$ cat config.mk
export PLATFORM = sky130hd
export DESIGN_NAME = packet_buffer
export DESIGN_NICKNAME = d
export VERILOG_FILES = /design/src/rtl/packet_buffer.sv
export SDC_FILE = /design/constraint.sdc
export NUM_CORES = 1
export LEC_CHECK = 0
export CAP_MARGIN = 5
export CORE_MARGIN = 8
export CORE_UTILIZATION = 55
export CTS_CLUSTER_SIZE = 25
export DETAILED_ROUTE_END_ITERATION = 8
export HOLD_SLACK_MARGIN = 0.15
export PLACE_DENSITY = 0.8
export SETUP_SLACK_MARGIN = 0.05
export SYNTH_ARGS = -nofsm -noshare
export SYNTH_HDL_FRONTEND = slang
export SYNTH_SLANG_ARGS = --single-unit
$ cat constraint.sdc
create_clock -name clk_i -period 7.94 [get_ports clk_i]
set_input_delay 1.191 -clock clk_i [delete_from_list [all_inputs] [get_ports clk_i]]
set_output_delay 1.191 -clock clk_i [all_outputs]
set_load 0.1 [all_outputs]
$ cat src/rtl/packet_buffer.sv
// Ingress packet buffer: strips the one-word header from each AXI4-Stream packet,
// queues payload words with their valid-byte count, and fans each word out as byte lanes.
module packet_buffer #(
  parameter  int AXI_WIDTH    = 64,
  parameter  int OUTPUT_WIDTH = 8,
  parameter  int FIFO_DEPTH   = 16,
  localparam int NUM_LANES    = AXI_WIDTH / OUTPUT_WIDTH
) (
  input  logic                                    clk_i,
  input  logic                                    rst_i,
  input  logic [AXI_WIDTH-1:0]                    tdata_i,
  input  logic                                    tvalid_i,
  input  logic                                    tlast_i,
  output logic                                    tready_o,
  output logic [NUM_LANES-1:0][OUTPUT_WIDTH-1:0]  pkt_tdata_o,
  output logic [NUM_LANES-1:0]                    pkt_tvalid_o,
  input  logic [NUM_LANES-1:0]                    pkt_tready_i
);

  localparam int AW = $clog2(FIFO_DEPTH);
  localparam int CW = $clog2(NUM_LANES) + 1;

  typedef enum logic {HDR, PAY} state_t;

  state_t                   state_reg, state_next;
  logic [15:0]              remaining_reg, remaining_next;
  logic [AW:0]              wr_ptr_reg, rd_ptr_reg;
  logic [NUM_LANES-1:0]     done_reg, done_next;
  logic [AXI_WIDTH+CW-1:0]  mem [FIFO_DEPTH];

  logic                     full, empty, accept, push, pop;
  logic [CW-1:0]            push_cnt, head_cnt;
  logic [AXI_WIDTH-1:0]     head_data;
  logic [NUM_LANES-1:0]     lane_active, xfer;

  assign empty    = (wr_ptr_reg == rd_ptr_reg);
  assign full     = (wr_ptr_reg[AW] != rd_ptr_reg[AW]) &&
                    (wr_ptr_reg[AW-1:0] == rd_ptr_reg[AW-1:0]);
  assign tready_o = rst_i && !full;
  assign accept   = tvalid_i && tready_o;

  // Header/payload parser; payload past the announced length is swallowed.
  always_comb begin
    state_next     = state_reg;
    remaining_next = remaining_reg;
    push           = 1'b0;
    push_cnt       = '0;
    if (accept) begin
      case (state_reg)
        HDR: begin
          remaining_next = tdata_i[AXI_WIDTH-1 -: 16];
          if (!tlast_i) state_next = PAY;
        end
        PAY: begin
          if (remaining_reg != 16'd0) begin
            push           = 1'b1;
            push_cnt       = (remaining_reg >= 16'(NUM_LANES)) ? CW'(NUM_LANES)
                                                               : remaining_reg[CW-1:0];
            remaining_next = remaining_reg - 16'(push_cnt);
          end
          if (tlast_i) state_next = HDR;
        end
        default: state_next = HDR;
      endcase
    end
  end

  assign {head_data, head_cnt} = mem[rd_ptr_reg[AW-1:0]];

  generate
    for (genvar gi = 0; gi < NUM_LANES; gi++) begin : g_lane
      assign lane_active[gi]  = !empty && (CW'(gi) < head_cnt);
      assign pkt_tvalid_o[gi] = lane_active[gi] && !done_reg[gi];
      assign pkt_tdata_o[gi]  = lane_active[gi]
                                ? head_data[AXI_WIDTH-1-gi*OUTPUT_WIDTH -: OUTPUT_WIDTH]
                                : '0;
      assign xfer[gi]         = pkt_tvalid_o[gi] && pkt_tready_i[gi];
    end
  endgenerate

  // A word retires once every active lane has either finished or finishes now.
  assign pop       = !empty && (&(done_reg | xfer | ~lane_active));
  assign done_next = pop ? '0 : (done_reg | xfer);

  always_ff @(posedge clk_i) begin
    if (!rst_i) begin
      state_reg     <= HDR;
      remaining_reg <= '0;
      wr_ptr_reg    <= '0;
      rd_ptr_reg    <= '0;
      done_reg      <= '0;
    end else begin
      state_reg     <= state_next;
      remaining_reg <= remaining_next;
      done_reg      <= done_next;
      if (push) wr_ptr_reg <= wr_ptr_reg + 1'b1;
      if (pop)  rd_ptr_reg <= rd_ptr_reg + 1'b1;
    end
  end

  always_ff @(posedge clk_i) begin
    if (push) mem[wr_ptr_reg[AW-1:0]] <= {tdata_i, push_cnt};
  end

endmodule

* Word-level counts from Yosys, hierarchy flattened
Memories as Yosys holds them, arrays and structs flattened. A register that Yosys moved wholly into a read port is not among the register bits.
Index checks and enable logic that the tools add are counted.
** Word-level totals
- Memories :: 1
- Word-level logic and storage cells :: 91
- Flip-flop bits (word level) :: 35
- Memory bits (writable) :: 1088
** Operators by class
- Reduce and logical (&&, ||, !) cells :: 42
- Add/subtract/negate cells :: 3
- Magnitude comparators :: 9
- Muxes and demuxes :: 22
- Bitwise gates (word level) :: 5
- Equal/unequal tests :: 4
** Memories
- mem :: depth 16, bits a word 68, read ports 1, clocked after memory_dff 1, wr ports 1, RTL line 29 : logic [AXI_WIDTH+CW-1:0] mem [FIFO_DEPTH];
** Operators with widths (count)
- two-way mux 8 bit :: 8
- case mux 16 bit (2 select lines) :: 1
- logical AND 1 bit :: 28
- two-way mux 4 bit :: 6
- >= comparator 16 x 4 -> 1 bit, second input constant :: 1
- < comparator 3 x 4 -> 1 bit, first input constant :: 4
- two-way mux 16 bit :: 1
- OR 8 bit :: 2
- nonzero test 16 bit :: 1
- subtractor 16 x 4 -> 16 bit :: 1
- adder 5 x 1 -> 5 bit, second input constant :: 2
- zero test 1 bit :: 10
- < comparator 1 x 4 -> 1 bit, first input constant :: 2
- < comparator 2 x 4 -> 1 bit, first input constant :: 2
- inverter 8 bit :: 1
- AND reduction 8 bit :: 1
- two-way mux 1 bit :: 6
- == test 5 bit :: 1
- == test 4 bit :: 1
- inequality test 2 x 1 -> 1 bit, second input constant :: 1
- inverter 1 bit :: 2
- AND reduction 2 bit :: 1
- OR reduction 2 bit :: 1
- inequality test 1 bit :: 1

* Longest topological paths before layout
Gate-level depths: netlist of run 1.
- Depth in word-level cells :: 11
- Mapped depth :: 13
- Gate-level depth less buffers :: 12

* Worst setup path after synthesis of run 1
OpenSTA, ideal clock, no wires.
- Kind :: input to register
- From :: input tvalid_i
- To :: memory mem[0][0] in the netlist's numbering, enable pin
- Stages on the path :: 6
- Setup slack :: 0.401 ns
- Data arrival time :: 6.961 ns
- Library setup time :: 0.578 ns
- Required time :: 7.362 ns
- Path buffers :: 1
- Cell sequence :: nand2_1 -> a21o_1 -> a211oi_1 -> clkbuf_1 -> nand2_1 -> nor3_1
** On the way
- Longest elaborated chain between the ends :: 4
** Ends and longest elaborated chain
- start: declaration :: RTL line 12 : input logic tvalid_i,
- logical AND 1 bit :: RTL line 40 : assign accept = tvalid_i && tready_o;
- two-way mux 1 bit :: RTL line 48 : if (accept) begin
- two-way mux 1 bit :: RTL line 102 : if (push) mem[wr_ptr_reg[AW-1:0]] <= {tdata_i, push_cnt};
- two-way mux 1 bit (not written as such) :: RTL line 102
- end: declaration :: RTL line 29
Every way passes these cells.

==> results of run 1 <==
==> cell families (layout without fill, tap and decap cells) <==
logic type	count (synthesis)	in the layout	synth area share, %
buf+inv	111	405	1.06
flops	1127	1127	76.4
other cells	1	5	0.00856
fa+ha+maj	6	6	0.171
xor+xnor	11	11	0.220
mux	358	358	17.7
simple gates	232	232	2.76
compound gates	107	107	1.72
==> critical path: cells and delay by family, from the launching register on <==
family / cells / cell delay [ps]
buffers and inverters: 3 / 2800
flip-flops: 1 / 810
multiplexers: 2 / 620
AND/OR/NAND/NOR: 1 / 360
==> final timing paths <==
kind / startpoint / endpoint / slack [ps] / cells past startpoint
worst max-delay path: register / pkt_tdata_o[38] / 1410 / 6
worst min register to register: done_reg[4] / done_reg[4] / 470 / 2
worst min-delay path: done_reg[4] / done_reg[4] / 470 / 2
worst max register to register: register / done_reg[1] / 3310 / 9
==> layer usage <==
layer  track usage (%)  vias to the layer above
li1                  -                     8679
met1              30.8                    11472
met2              39.3                     1322
met3              4.85                      226
met4              6.69                        2
met5                 0                        -
==> stage by stage <==
step | util, % | setup slack (ps)
after floorplan | - | 401
after global placement | 59.3 | 2070
after detailed placement | 59.3 | 2040
after CTS | 63.6 | 1390
after global routing | 63.6 | 1180
final | 63.6 | 1410
==> synth_stat cells, drive strengths merged (2+ instances only) <==
cell type  instances
a21o               4
a21boi            16
o311ai             3
or4                3
o21ai             21
ha                 6
inv               10
o2111ai            2
and3              19
dfxtp             39
nand2b             6
and2              21
mux4             331
o41ai              3
a22oi              8
a31oi              4
clkinv             2
nor2b             51
or3                4
edfxtp          1088
o211ai             4
xnor2              5
a21oi             18
mux2i             23
nor2              53
buf               40
nor4               8
nor3              12
nand2             39
xor2               6
nand3              9
o21ba              2
clkbuf            59
o31ai              5
nand4              4
mux2               4
a222oi             5
==> placed cells by master, fill, tap and decap left out, drive strengths merged, types with 6 or more instances in the layout <==
cell type and count:
inv 14, clkdlybuf4s50 148, mux2i 23, clkinvlp 6
o21ai 21, nor3 12, nor2 53, a21boi 16
and3 19, edfxtp 1088, mux4 331, and2 21
nor4 8, nand3 9, clkinv 48, nand2 39
nor2b 51, clkbuf 138, a22oi 8, a21oi 18
dfxtp 39, bufinv 7, xor2 6, ha 6
buf 44, nand2b 6
==> final cells by class <==
class / count / area [um2] / area share [%]
flip-flops and latches: 1127 / 33500 / 66.7
multi-input cells: 715 / 10000 / 19.9
clock buffers: 138 / 2900 / 5.77
repair buffers: 192 / 1940 / 3.86
well taps: 1050 / 1310 / 2.62
clock inverters: 63 / 526 / 1.05
inverters: 12 / 45.0 / 0.0897
diodes: 4 / 10.0 / 0.0199
==> where the power goes <==
group	total (W)	switching, W	internal (W)
sequential	0.00654	0.0000142	0.00652
combinational	0.000361	0.000246	0.000114
clock	0.00499	0.00218	0.00281
total	0.0119	0.00244	0.00945
==> metrics.md, run 1 <==
| Metric | Value |
|---|---|
| Status | `finished clean` |
| Vias in the first global route | `22640` |
| Chip width | `slightly below 300 um` |
| Setup Viol. Count Final | `0` |
| Avg Inst Size Synth | `around 22 um2` |
| Highest Signal Layer | `met5` |
| Max-cap violations | `0` |
| Core Region | `78900 um2` |
| Worst slew margin | `16.4%` |
| Residual DRC | `0` |
| Initial antenna violation count | `5` |
| Slew Limit Fails | `0` |
| WHS | `474 ps` |
| Met2 wire length | `53300 um` |
| Starting Density | `approximately 56%` |
| Non-filler cells, final | `3301` |
| Vias per cell | `6.57` |
| Design area | `~50000 um2` |
| Crit path kind | `reg -> out` |
| CP endpoint kind | `output port` |
| Post-cts resize count | `0` |
| YS warnings | `0` |
| Inst Count DP | `3096` |
| H-tree Lvls | `3` |
| Worst setup SP type | `register` |
| Max Fclk | `153 MHz` |
| First-pass GRT wire length | `154000 um` |
| Layout cells sized above 1 | `24.8%` |
| CP Cell Sequence | `buf_4, buf_4, mux4_2, mux4_2, nor2b_1, clkdlybuf4s50_1` |
| WL met1 | `38700 um` |
| Iteration-0 DRC Markers | `3274` |
| Io pins | `149` |
| Yosys cell types | `slightly above 60` |
| FFs w/ async S/R, synth | `0%` |
| Post-CTS Setup Inserts | `0` |
| Yosys top cell by area | `edfxtp_1` |
| TNS Setup | `0 ps` |
| Tot GR Track Use | `between 20% and 30%` |
| RSZ-0062 raised after global routing | `false` |
| Cts hold-fix bufs | `0` |
| Worst-path clk slew | `60 ps` |
| Post-Syn Nets | `2035` |
| Area after DPL | `46800 um2` |
| Peak supply drop | `0.200 mV` |
| Total CTS buffers | `107` |
| Yosys reg bits | `~1100` |
| Max FFs per register | `1088` |
| Synth Cell Area | `around 44000 um2` |
| Die height | `298 um` |
| CP required | `approximately 6800 ps` |
| GP Congestion | `0.830` |
| Met3 routed WL | `slightly above 10000 um` |
| Drt wl/cell | `31.8 um` |
| Fin crit share | `82.3%` |
| Post-synth EDFFs | `1088` |
| DRT Pass-1 Iters | `8` |
| P&R area growth vs syn | `14.6%` |
| Total Power | `around 0.012 W` |
| Bufs on Longest Clock Path | `3` |
| Rows | `about 100` |
| Max incr delay on CP | `1220 ps` |
| Worst Path Max Fanout | `68` |
| Worst EP arrival | `5340 ps` |
| CTS tree | `done` |
| Worst skew pair latency | `680 ps` |
| Num Clock Sinks | `1127` |
| Post-DRT Antenna Nets | `0` |
| Synth top area cells | `edfxtp_1 (75%), mux4_2 (17%), dfxtp_1 (1.8%), nor2b_1 (0.73%), mux2i_1 (0.53%)` |
| Worst Hold Class | `reg -> reg` |
| Clock skew | `23.7 ps` |
| P_leak | `15.2 nW` |
| PortBufs | `between 100 and 150` |
| Via count | `21701` |
| Endpoints failing hold | `0` |
| Grt total ovfl | `0` |
| Yosys top cell area share | `74.6%` |
| Wirelength, routed | `~100000 um` |
| Power density cells | `237 nW/um2` |
| Crit-path slowest cell | `clkdlybuf4s50_1` |
| Fill cell count | `4911` |
| Sequential share of the synthesized area | `about 76%` |
| Clk root buf | `clkbuf_16` |
| Worst-margin pin slew | `about 1200 ps` |
| Post-Syn Instances | `1953` |
| Largest net degree at the start of global routing | `89` |
| Tmin final | `6530 ps` |
| Final HPWL DP | `53300 um` |
| Post-layout net count | `approximately 2200` |
| Die area | `slightly below 90000 um2` |
| Ys flop type | `edfxtp_1` |
Note: power is estimated with default switching activity, not from simulation.
==> inputs of run 2 (changes only) <==
--- a/config.mk
+++ b/config.mk
@@ -7,11 +7,11 @@
 export LEC_CHECK = 0
 export CAP_MARGIN = 5
 export CORE_MARGIN = 8
-export CORE_UTILIZATION = 55
+export CORE_UTILIZATION = 61
 export CTS_CLUSTER_SIZE = 25
 export DETAILED_ROUTE_END_ITERATION = 8
 export HOLD_SLACK_MARGIN = 0.15
-export PLACE_DENSITY = 0.8
+export PLACE_DENSITY = 0.83
 export SETUP_SLACK_MARGIN = 0.05
 export SYNTH_ARGS = -nofsm -noshare
 export SYNTH_HDL_FRONTEND = slang
==> constraint.sdc (replaced) <==
create_clock -name clk_i -period 6.2 [get_ports clk_i]
set_input_delay 0.93 -clock clk_i [delete_from_list [all_inputs] [get_ports clk_i]]
set_output_delay 0.93 -clock clk_i [all_outputs]
set_load 0.1 [all_outputs]
==> metrics.md, run 2 (synthesis gave the netlist of run 1 again) <==
| Metric | Value |
|---|---|
| CP Cell Sequence | `buf_4, mux4_1, o211ai_1, o21ai_1, o31ai_2, buf_4, nor2b_1, buf_4` |
| Worst Path Max Fanout | `39 (-43%)` |
| Bufs on Longest Clock Path | `3 (unchanged)` |
| Hold Startpoint | `remaining_reg[15]` |
| Tot GR Track Use | `27.3% (+4.0 points)` |
| Register share of total power | `53.6% (-1.4 points)` |
| Slew Limit Fails | `0 (unchanged)` |
| Setup slack, reg-to-reg | `1530 ps (-1780 ps)` |
| Worst setup SP type | `register` |
| Clk root buf | `clkbuf_16` |
| Starting Density | `61.5% (+5.9 points)` |
| P_leak | `15.5 nW (+2.0%)` |
| Worst-path clk slew | `70 ps (about the same)` |
| Tmin final | `5680 ps` |
| Rows | `98 (-4.9%)` |
| Crit-path slowest cell | `o31ai_2` |
| Drt wl/cell | `34.7 um (+9.0%)` |
| Num Clock Sinks | `1127 (unchanged)` |
| H-tree Lvls | `3 (unchanged)` |
| Setup Viol. Count Final | `0 (unchanged)` |
| Register area | `33500 um2 (unchanged)` |
| Grt total ovfl | `0 (unchanged)` |
| Switching pwr | `0.00314 W (+29%)` |
| Chip width | `284 um (-4.8%)` |
| Max-cap violations | `0 (unchanged)` |
| Residual DRC | `0 (unchanged)` |
| Initial antenna violation count | `16 (+11)` |
| Io pins | `149 (unchanged)` |
| Commonest cells after routing, fill and taps aside | `edfxtp_1 (1088), mux4_2 (327), clkbuf_16 (110), buf_4 (96), clkdlybuf4s50_1 (93)` |
| Endpoints failing hold | `0 (unchanged)` |
| Max Fclk | `176 MHz` |
| TNS Setup | `0 ps (unchanged)` |
| Via count | `22184 (+2.2%)` |
| Total CTS buffers | `104 (-2.8%)` |
| Power density cells | `310 nW/um2 (+31%)` |
| Core Region | `71200 um2 (-9.7%)` |
| Hold EP | `remaining_reg[15]` |
| Vias per cell | `6.90 (+5.0%)` |
| P&R area growth vs syn | `14.9%` |
| Wirelength, routed | `111000 um (+6.1%)` |
| Max incr delay on CP | `750 ps (-470 ps)` |
| Post-CTS Setup Inserts | `0 (unchanged)` |
| CTS tree | `done` |
| Worst r2r dst | `done_reg[0]` |
| Post-cts resize count | `0 (unchanged)` |
| Fill cell count | `3843 (-22%)` |
| Vias in the first global route | `23295 (+2.9%)` |
| Worst slew margin | `24.4% (+8.0 points)` |
| Total Power | `0.0156 W (+31%)` |
| Die height | `284 um (-4.8%)` |
| Post-DRT Antenna Nets | `0 (unchanged)` |
| Largest net degree at the start of global routing | `82 (-7.9%)` |
| Status | `finished clean` |
| DRT Pass-1 Iters | `9 (+1)` |
| RSZ-0062 raised after global routing | `false` |
| Worst Hold Class | `reg -> reg` |
| Commonest non-fill, non-tap cell in the layout | `edfxtp_1` |
| Clock power frac | `43.5% (+1.5 points)` |
| Multi-input logic area | `10000 um2 (+0.21%)` |
| CP required | `5270 ps (-1480 ps)` |
| Clock skew | `30.7 ps (+7.05 ps)` |
| Layout cells sized above 1 | `27.8% (+2.9 points)` |
| Die area | `80600 um2 (-9.3%)` |
| Cts hold-fix bufs | `0 (unchanged)` |
| CP endpoint kind | `output port` |
| Final HPWL DP | `55600 um (+4.4%)` |
| PortBufs | `148 (unchanged)` |
| Hold depth | `2 (unchanged)` |
| Iteration-0 DRC Markers | `3253 (-0.64%)` |
| Max FFs per register | `1088 (unchanged)` |
| Worst EP arrival | `4750 ps (-590 ps)` |
| Internal | `0.0125 W (+32%)` |
| Crit path kind | `reg -> out` |
| First-pass GRT wire length | `161000 um (+4.8%)` |
| Reg2Reg Depth | `9 (unchanged)` |
| Combinational Power Share | `2.9% (about the same)` |
| Sw Share | `20.1% (-0.39 points)` |
| Post-layout net count | `2248 (+0.49%)` |
| Worst skew pair latency | `670 ps (about the same)` |
| GP Congestion | `0.832 (+0.28%)` |
| Fin crit share | `~92%` |
| Peak supply drop | `0.268 mV (+34%)` |
| Worst-margin pin slew | `1130 ps (-120 ps)` |
| Crit path top cell by count | `buf_4` |
==> run 2: power groups by stage <==
stage               logic (W)  registers (W)  clock network (W)
floorplan            0.000238        0.00853                  0
global placement     0.000424        0.00853                  0
detailed placement   0.000444        0.00853                  0
CTS                  0.000453        0.00837            0.00683
global route         0.000480        0.00837            0.00711
finish               0.000460        0.00837            0.00678
==> run 2: critical path: cells and delay by family (launching register included) <==
kind                   cells  cell delay [ps]
AOI/OAI and AO/OA          3             1420
buffers and inverters      3             1190
DFF                        1              730
muxes                      1              660
and+or+nand+nor            1               70
==> run 2: worst max-delay path by stage <==
stage,from,end,slack [ps]
2_1_floorplan,tvalid_i,mem[12][0],750
3_3_place_gp,register,pkt_tdata_o[12],1390
3_5_place_dp,register,pkt_tdata_o[12],1260
4_1_cts,register,pkt_tdata_o[12],520
5_1_grt,register,pkt_tdata_o[51],380
6_report,register,pkt_tdata_o[11],520
==> run 2: cell type report <==
type | instances | area share, %
Antenna cell | 11 | 0.0547
Clock buffer | 128 | 5.60
Clock inverter | 64 | 1.55
Inverter | 12 | 0.0895
Multi-Input combinational cell | 715 | 19.9
Sequential cell | 1127 | 66.5
Tap cell | 950 | 2.36
Timing Repair Buffer | 206 | 3.96
==> run 2: stage by stage <==
stage	instances	hold WS, ps	util, %	cell area, um2	setup slack (ps)
floorplan	1953	439	-	43800	746
global placement	3010	447	65.6	46700	1390
detailed placement	3010	483	65.6	46700	1260
CTS	3202	494	70.6	50300	524
global route	3212	533	70.7	50300	376
finish	3213	496	70.7	50300	517
==> run 2: routing by layer <==
metal / global-route usage (%) / vias up / routed length, um
li1: - / 8722 / -
met1: 34.6 / 11528 / 38500
met2: 46.1 / 1639 / 56900
met3: 6.16 / 285 / 11800
met4: 11.0 / 10 / 4110
met5: 0 / - / 69
